`src/rtl/io_ring_seq.sv`:
```
// Power-up / sleep sequencer for the GPIO pad ring: safe state, supply settle, staggered enables, reverse drain.
// Optional supply-loss handling (forced SAFE, sticky fault_o) is built with IO_SEQ_SUPPLY_LOSS_EN defined.
module io_ring_seq #(
    parameter int NPADS       = 32,
    parameter int GROUP       = 8,
    parameter int SETTLE_CYC  = 1024,
    parameter int STAGGER_CYC = 16
) (
    input  logic             clk,
    input  logic             rst_n,
    input  logic             vddio_ok_i,
    input  logic             sleep_req_i,
    output logic             sleep_ack_o,
    output logic [NPADS-1:0] pad_ie_o,
    output logic [NPADS-1:0] pad_oe_en_o,
    output logic             ring_ready_o,
    output logic [2:0]       state_o,
    output logic             fault_o
);

    localparam int NG   = (NPADS + GROUP - 1) / GROUP;
    localparam int GW   = (NG > 1) ? $clog2(NG) : 1;
    localparam int MAXC = (SETTLE_CYC > STAGGER_CYC) ? SETTLE_CYC : STAGGER_CYC;
    localparam int CW   = (MAXC > 1) ? $clog2(MAXC) : 1;

    typedef enum logic [2:0] {
        ST_SAFE    = 3'd0,
        ST_SETTLE  = 3'd1,
        ST_IN_EN   = 3'd2,
        ST_OUT_STG = 3'd3,
        ST_READY   = 3'd4,
        ST_DRAIN   = 3'd5,
        ST_SLEEP   = 3'd6
    } state_t;

    logic             r_sync1;
    logic             r_ok_s;
    state_t           r_state;
    logic [CW-1:0]    r_cnt;
    logic [GW-1:0]    r_grp;
    logic [NPADS-1:0] r_ie;
    logic [NPADS-1:0] r_oe;
    logic             r_ready;
    logic             r_ack;
    logic             r_fault;

    state_t           w_state_nx;
    logic [CW-1:0]    w_cnt_nx;
    logic [GW-1:0]    w_grp_nx;
    logic [NPADS-1:0] w_ie_nx;
    logic [NPADS-1:0] w_oe_nx;
    logic             w_fault_nx;
    logic             w_cnt_zero;
    logic             w_grp_last;
    logic             w_grp_first;

    // Bits of the pad vector belonging to group g; the last group may be partial.
    function automatic logic [NPADS-1:0] group_mask(input logic [GW-1:0] g);
        logic [NPADS-1:0] m;
        for (int i = 0; i < NPADS; i++) begin
            m[i] = ((i / GROUP) == int'(g));
        end
        return m;
    endfunction

    assign w_cnt_zero  = (r_cnt == {CW{1'b0}});
    assign w_grp_last  = (r_grp == GW'(NG - 1));
    assign w_grp_first = (r_grp == {GW{1'b0}});

    // Two-flop synchronizer for the asynchronous supply-good flag.
    always_ff @(posedge clk or negedge rst_n) begin
        if (!rst_n) begin
            r_sync1 <= 1'b0;
            r_ok_s  <= 1'b0;
        end else begin
            r_sync1 <= vddio_ok_i;
            r_ok_s  <= r_sync1;
        end
    end

    // Next-state, counter, group pointer and pad-enable computation.
    always_comb begin
        w_state_nx = r_state;
        w_cnt_nx   = r_cnt;
        w_grp_nx   = r_grp;
        w_ie_nx    = r_ie;
        w_oe_nx    = r_oe;
        w_fault_nx = r_fault;
        case (r_state)
            ST_SAFE: begin
                w_ie_nx = {NPADS{1'b0}};
                w_oe_nx = {NPADS{1'b0}};
                if (r_ok_s) begin
                    w_state_nx = ST_SETTLE;
                    w_cnt_nx   = CW'(SETTLE_CYC - 1);
                end else begin
                    w_state_nx = ST_SAFE;
                end
            end
            ST_SETTLE: begin
                if (w_cnt_zero) begin
                    w_state_nx = ST_IN_EN;
                    w_ie_nx    = {NPADS{1'b1}};
                end else begin
                    w_cnt_nx = r_cnt - CW'(1);
                end
            end
            ST_IN_EN: begin
                w_state_nx = ST_OUT_STG;
                w_grp_nx   = {GW{1'b0}};
                w_cnt_nx   = CW'(STAGGER_CYC - 1);
                w_oe_nx    = r_oe | group_mask({GW{1'b0}});
            end
            ST_OUT_STG: begin
                if (!w_cnt_zero) begin
                    w_cnt_nx = r_cnt - CW'(1);
                end else if (w_grp_last) begin
                    w_state_nx = ST_READY;
                end else begin
                    w_grp_nx = r_grp + GW'(1);
                    w_cnt_nx = CW'(STAGGER_CYC - 1);
                    w_oe_nx  = r_oe | group_mask(r_grp + GW'(1));
                end
            end
            ST_READY: begin
                if (sleep_req_i) begin
                    w_state_nx = ST_DRAIN;
                    w_grp_nx   = GW'(NG - 1);
                    w_cnt_nx   = CW'(STAGGER_CYC - 1);
                    w_oe_nx    = r_oe & ~group_mask(GW'(NG - 1));
                end else begin
                    w_state_nx = ST_READY;
                end
            end
            ST_DRAIN: begin
                // Drain runs to completion even if the request drops midway.
                if (!w_cnt_zero) begin
                    w_cnt_nx = r_cnt - CW'(1);
                end else if (w_grp_first) begin
                    w_state_nx = ST_SLEEP;
                    w_ie_nx    = {NPADS{1'b0}};
                end else begin
                    w_grp_nx = r_grp - GW'(1);
                    w_cnt_nx = CW'(STAGGER_CYC - 1);
                    w_oe_nx  = r_oe & ~group_mask(r_grp - GW'(1));
                end
            end
            ST_SLEEP: begin
                if (!sleep_req_i) begin
                    w_state_nx = ST_SETTLE;
                    w_cnt_nx   = CW'(SETTLE_CYC - 1);
                end else begin
                    w_state_nx = ST_SLEEP;
                end
            end
            default: begin
                w_state_nx = ST_SAFE;
                w_ie_nx    = {NPADS{1'b0}};
                w_oe_nx    = {NPADS{1'b0}};
            end
        endcase
`ifdef IO_SEQ_SUPPLY_LOSS_EN
        // Supply loss overrides everything, including a same-cycle sleep request.
        if ((r_state != ST_SAFE) && !r_ok_s) begin
            w_state_nx = ST_SAFE;
            w_ie_nx    = {NPADS{1'b0}};
            w_oe_nx    = {NPADS{1'b0}};
            if ((r_state == ST_READY) || (r_state == ST_DRAIN) || (r_state == ST_SLEEP)) begin
                w_fault_nx = 1'b1;
            end else begin
                w_fault_nx = r_fault;
            end
        end else begin
            w_fault_nx = r_fault;
        end
`else
        w_fault_nx = 1'b0;
`endif
    end

    // Sequencer state and registered outputs.
    always_ff @(posedge clk or negedge rst_n) begin
        if (!rst_n) begin
            r_state <= ST_SAFE;
            r_cnt   <= {CW{1'b0}};
            r_grp   <= {GW{1'b0}};
            r_ie    <= {NPADS{1'b0}};
            r_oe    <= {NPADS{1'b0}};
            r_ready <= 1'b0;
            r_ack   <= 1'b0;
            r_fault <= 1'b0;
        end else begin
            r_state <= w_state_nx;
            r_cnt   <= w_cnt_nx;
            r_grp   <= w_grp_nx;
            r_ie    <= w_ie_nx;
            r_oe    <= w_oe_nx;
            r_ready <= (w_state_nx == ST_READY);
            r_ack   <= (w_state_nx == ST_SLEEP);
            r_fault <= w_fault_nx;
        end
    end

    assign pad_ie_o     = r_ie;
    assign pad_oe_en_o  = r_oe;
    assign ring_ready_o = r_ready;
    assign sleep_ack_o  = r_ack;
    assign state_o      = r_state;
`ifdef IO_SEQ_SUPPLY_LOSS_EN
    assign fault_o      = r_fault;
`else
    assign fault_o      = 1'b0;
`endif

endmodule

```
`config.mk`:
```
export PLATFORM = sky130hd
export DESIGN_NAME = io_ring_seq
export DESIGN_NICKNAME = d
export VERILOG_FILES = /design/src/rtl/io_ring_seq.sv
export SDC_FILE = /design/constraint.sdc
export NUM_CORES = 1
export LEC_CHECK = 0
export ABC_CLOCK_PERIOD_IN_PS = 2400
export CAP_MARGIN = 0
export CELL_PAD_IN_SITES_DETAIL_PLACEMENT = 1
export CELL_PAD_IN_SITES_GLOBAL_PLACEMENT = 1
export CORE_MARGIN = 10
export CORE_UTILIZATION = 36
export CTS_CLUSTER_DIAMETER = 120
export DETAILED_ROUTE_END_ITERATION = 12
export PLACE_DENSITY_LB_ADDON = 0.1
export RECOVER_POWER = 100
export SLEW_MARGIN = 10
export SYNTH_ARGS = -nofsm -noshare
export SYNTH_HDL_FRONTEND = slang
export SYNTH_SLANG_ARGS = --single-unit
```
`constraint.sdc`:
```
create_clock -name clk -period 2.4 [get_ports clk]
set_input_delay 0.36 -clock clk [delete_from_list [all_inputs] [get_ports clk]]
set_output_delay 0.36 -clock clk [all_outputs]
set_load 0.02 [all_outputs]
```
==> results.json, run 1 <==
{
  "ys_top_cells_by_area": "dfrtp_1 (47%), buf_4 (8.7%), a21oi_1 (5.3%), o21a_1 (4.4%), o21ai_0 (3.5%)",
  "cts.path.max_buffers": 2,
  "max_stage_delay_ns": 0.50,
  "rsz0062_at_grt": "no",
  "reg2reg_slack_ns": 0.22,
  "cts_root_buf": "clkbuf_8",
  "power.leakage_uw": 0.001854,
  "io_pins": 74,
  "fin_cells": 443,
  "yosysSeqAreaShare_pct": 47.29,
  "drtIter0Drc": 110,
  "cts_max_level": 2,
  "clkSinkCount": 52,
  "cp-start-kind": "flop",
  "synthArstFlopShare_pct": 100.0,
  "ys_seq_elements": 52,
  "powerDensity_nw_per_um2": 653.6,
  "synth_cell_types": 47,
  "final.setup.tns_ns": 0,
  "critPathSlowestCell": "or4b_4",
  "fmax_ghz": 0.4579,
  "critPathKind": "flop to flop",
  "wire_per_inst_um": 17.17,
  "syn_area_um2": 2751,
  "die-area_um2": 11540,
  "gp_congestion": 0.7788,
  "layout_commonest_cell": "dlygate4sd3_1",
  "arrival_ns": 2.38,
  "numCtsBuffers": 5,
  "fin_area_um2": 3527,
  "r2r.worst_path.cells": 9,
  "drc": 0,
  "vias": 2271,
  "tightest_slew_ns": 1.368,
  "viasPerCell": 5.126,
  "reg2reg_from": "r_cnt[0]$_DFFE_PN0P_",
  "final_nets": 353,
  "finalPower_uw": 2305,
  "avgSynthCellArea_um2": 9.587,
  "period_share_pct": 91.00,
  "initial_core_util_pct": 37.53,
  "drv_cap": 0,
  "n_fill_cell": 838,
  "clk_pin_slew_ns": 0.10,
  "yosys_warnings": 0,
  "endpoint_kind": "flop",
  "yosysTopAreaCell": "dfrtp_1",
  "relSlewSlack_pct": 8.772,
  "synth_top_area_share_pct": 47.29,
  "antenna_cells": 0,
  "synth_edf_count": 0,
  "crit_fanout": 8,
  "syn_inst": 287,
  "die_width_um": 107.4,
  "antenna_found_initial": 0,
  "grt_pass1_wl_mm": 12.61,
  "grt.overflow.total": 0,
  "dieHeight_um": 107.4,
  "clkLatencyLatePin_ns": 0.32,
  "core-area_um2": 7331,
  "fin_crit_ns": 2.184,
  "hold_violations": 0,
  "port_buffers": 72,
  "dpl.hpwl_mm": 5.740,
  "grt_usage_pct": 13.52,
  "crit_path_end": "pad_oe_en_o[3]$_DFFE_PN0P_",
  "status": "complete, no violations",
  "crit_path_start": "r_cnt[0]$_DFFE_PN0P_",
  "hold_buffers": 0,
  "syn2layout_area_growth_pct": 28.19,
  "drt_pass1_iterations": 4,
  "mostFrequentLayoutCells": "dlygate4sd3_1 (69), dfrtp_1 (52), a21oi_1 (29), nand2_1 (24)",
  "setup_viol": 0,
  "drive_above_1_share_pct": 10.76,
  "grt_pass1_vias": 2414,
  "syn_nets": 297,
  "synth-main-ff-cell": "dfrtp_1",
  "skew_ns": 0.01393,
  "grt_max_degree": 33,
  "wl_mm": 7.607,
  "cp.required_ns": 2.60,
  "post_cts_buffers": 0,
  "hp-class": "primary input to async pin",
  "postPlaceCellArea_um2": 3466,
  "r2r_end": "pad_oe_en_o[3]$_DFFE_PN0P_",
  "path_cells": "inv_1 > ha_1 > or4b_4 > nor3_1 > clkbuf_1 > a31oi_1 > nor2_1 > clkbuf_2 > a21oi_1",
  "ant_nets": 0,
  "finalMaxSlewViolations": 0,
  "rows": 31,
  "cts_tree": "built",
  "dp.cells": 435,
  "peakVddDrop_mv": 0.3271,
  "postCtsResizedCells": 0
}
where the power goes:
group	internal [uW]	switching, uW	total (uW)	leakage [uW]
clock network	209	305	514	0.0000456
logic	278	375	653	0.00112
registers	980	159	1140	0.000688
total	1470	839	2310	0.00185
metal layers:
layer / GRT usage, % / share of wire, % / routed length [um]
met3: 4.910 / 8.1 / 615
met5: 0 / 0 / 0
met4: 4.771 / 1.5 / 113
met1: 17.18 / 46 / 3474
met2: 20.64 / 45 / 3404
how the worst min path moves through the flow:
stage                 startpoint                       end  slack, ns  cells past startpoint
2_1_floorplan              rst_n  pad_ie_o[30]$_DFFE_PN0P_       0.06                      0
3_3_place_gp   r_sync1$_DFF_PN0_          r_ok_s$_DFF_PN0_       0.33                      0
3_5_place_dp   r_sync1$_DFF_PN0_          r_ok_s$_DFF_PN0_       0.35                      0
4_1_cts                    rst_n      r_cnt[4]$_DFFE_PN0P_       0.06                      1
5_1_grt        r_sync1$_DFF_PN0_          r_ok_s$_DFF_PN0_       0.38                      0
6_report                   rst_n      r_cnt[8]$_DFFE_PN0P_       0.34                      1
registers in the layout, indices dropped and copies added, names as in the netlist:
register	count
r_sync1	1
ring_ready_o	1
pad_oe_en_o	32
sleep_ack_o	1
state_o	3
r_cnt	10
pad_ie_o	1
r_ok_s	1
r_grp	2
logic make-up after synthesis:
| group | Yosys count | share of synthesized area (%) |
|---|---|---|
| AO/OA/AOI/OAI | 95 | 23.01 |
| adder cells (fa/ha/maj) | 6 | 2.728 |
| buffers and inverters | 58 | 12.51 |
| flip-flops | 52 | 47.29 |
| multiplexers | 1 | 0.3638 |
| other | 1 | 0.1363 |
| AND/OR/NAND/NOR | 74 | 13.96 |
cells in the mapped netlist (2+ instances only):
| cell | number |
|---|---|
| a31oi_1 | 3 |
| a21o_1 | 10 |
| o21a_1 | 16 |
| nor4_1 | 3 |
| nand2_1 | 24 |
| inv_1 | 13 |
| o22ai_1 | 3 |
| buf_2 | 5 |
| o21ai_0 | 19 |
| clkbuf_1 | 5 |
| nor2_1 | 19 |
| nand3_1 | 5 |
| nor3_1 | 7 |
| ha_1 | 6 |
| and2_1 | 4 |
| dfrtp_1 | 52 |
| a21oi_1 | 29 |
| nor2b_1 | 2 |
| a221o_1 | 3 |
| buf_4 | 32 |
per-stage QoR:
step / util (%) / setup WS [ns] / hold WS, ns
floorplan: - / 0.3305 / 0.06441
global placement: 47.28 / 0.2999 / 0.3321
detailed placement: 47.28 / 0.2605 / 0.3505
CTS: 48.46 / 0.2446 / 0.05878
global route: 48.11 / 0.04463 / 0.3834
finish: 48.11 / 0.2160 / 0.3397
critical path, delay by kind of cell (launching register included):
family,cells,cell delay (ns)
AND/OR/NAND/NOR,3,0.75
adder cells (fa/ha/maj),1,0.16
flip-flops,1,0.42
buffers and inverters,3,0.57
AO/OA/AOI/OAI,2,0.18
area by class of cell:
type | instances | area (um2) | share of cell area [%]
Sequential cell | 52 | 1301 | 36.89
Multi-Input combinational cell | 177 | 1106 | 31.36
Timing Repair Buffer | 92 | 853.3 | 24.19
Tap cell | 99 | 123.9 | 3.512
Clock buffer | 6 | 72.57 | 2.057
Inverter | 15 | 56.30 | 1.596
Clock inverter | 2 | 13.76 | 0.3902
Power figures use the tool's default switching activity.
==> run 2: changes to the inputs <==
--- a/config.mk
+++ b/config.mk
@@ -15,6 +15,7 @@
 export DETAILED_ROUTE_END_ITERATION = 12
 export PLACE_DENSITY_LB_ADDON = 0.1
 export RECOVER_POWER = 100
+export SETUP_SLACK_MARGIN = 0.02
 export SLEW_MARGIN = 10
 export SYNTH_ARGS = -nofsm -noshare
 export SYNTH_HDL_FRONTEND = slang
==> results of run 2 <==
The final DEF is identical to that of run 1; final timing and power are the same.
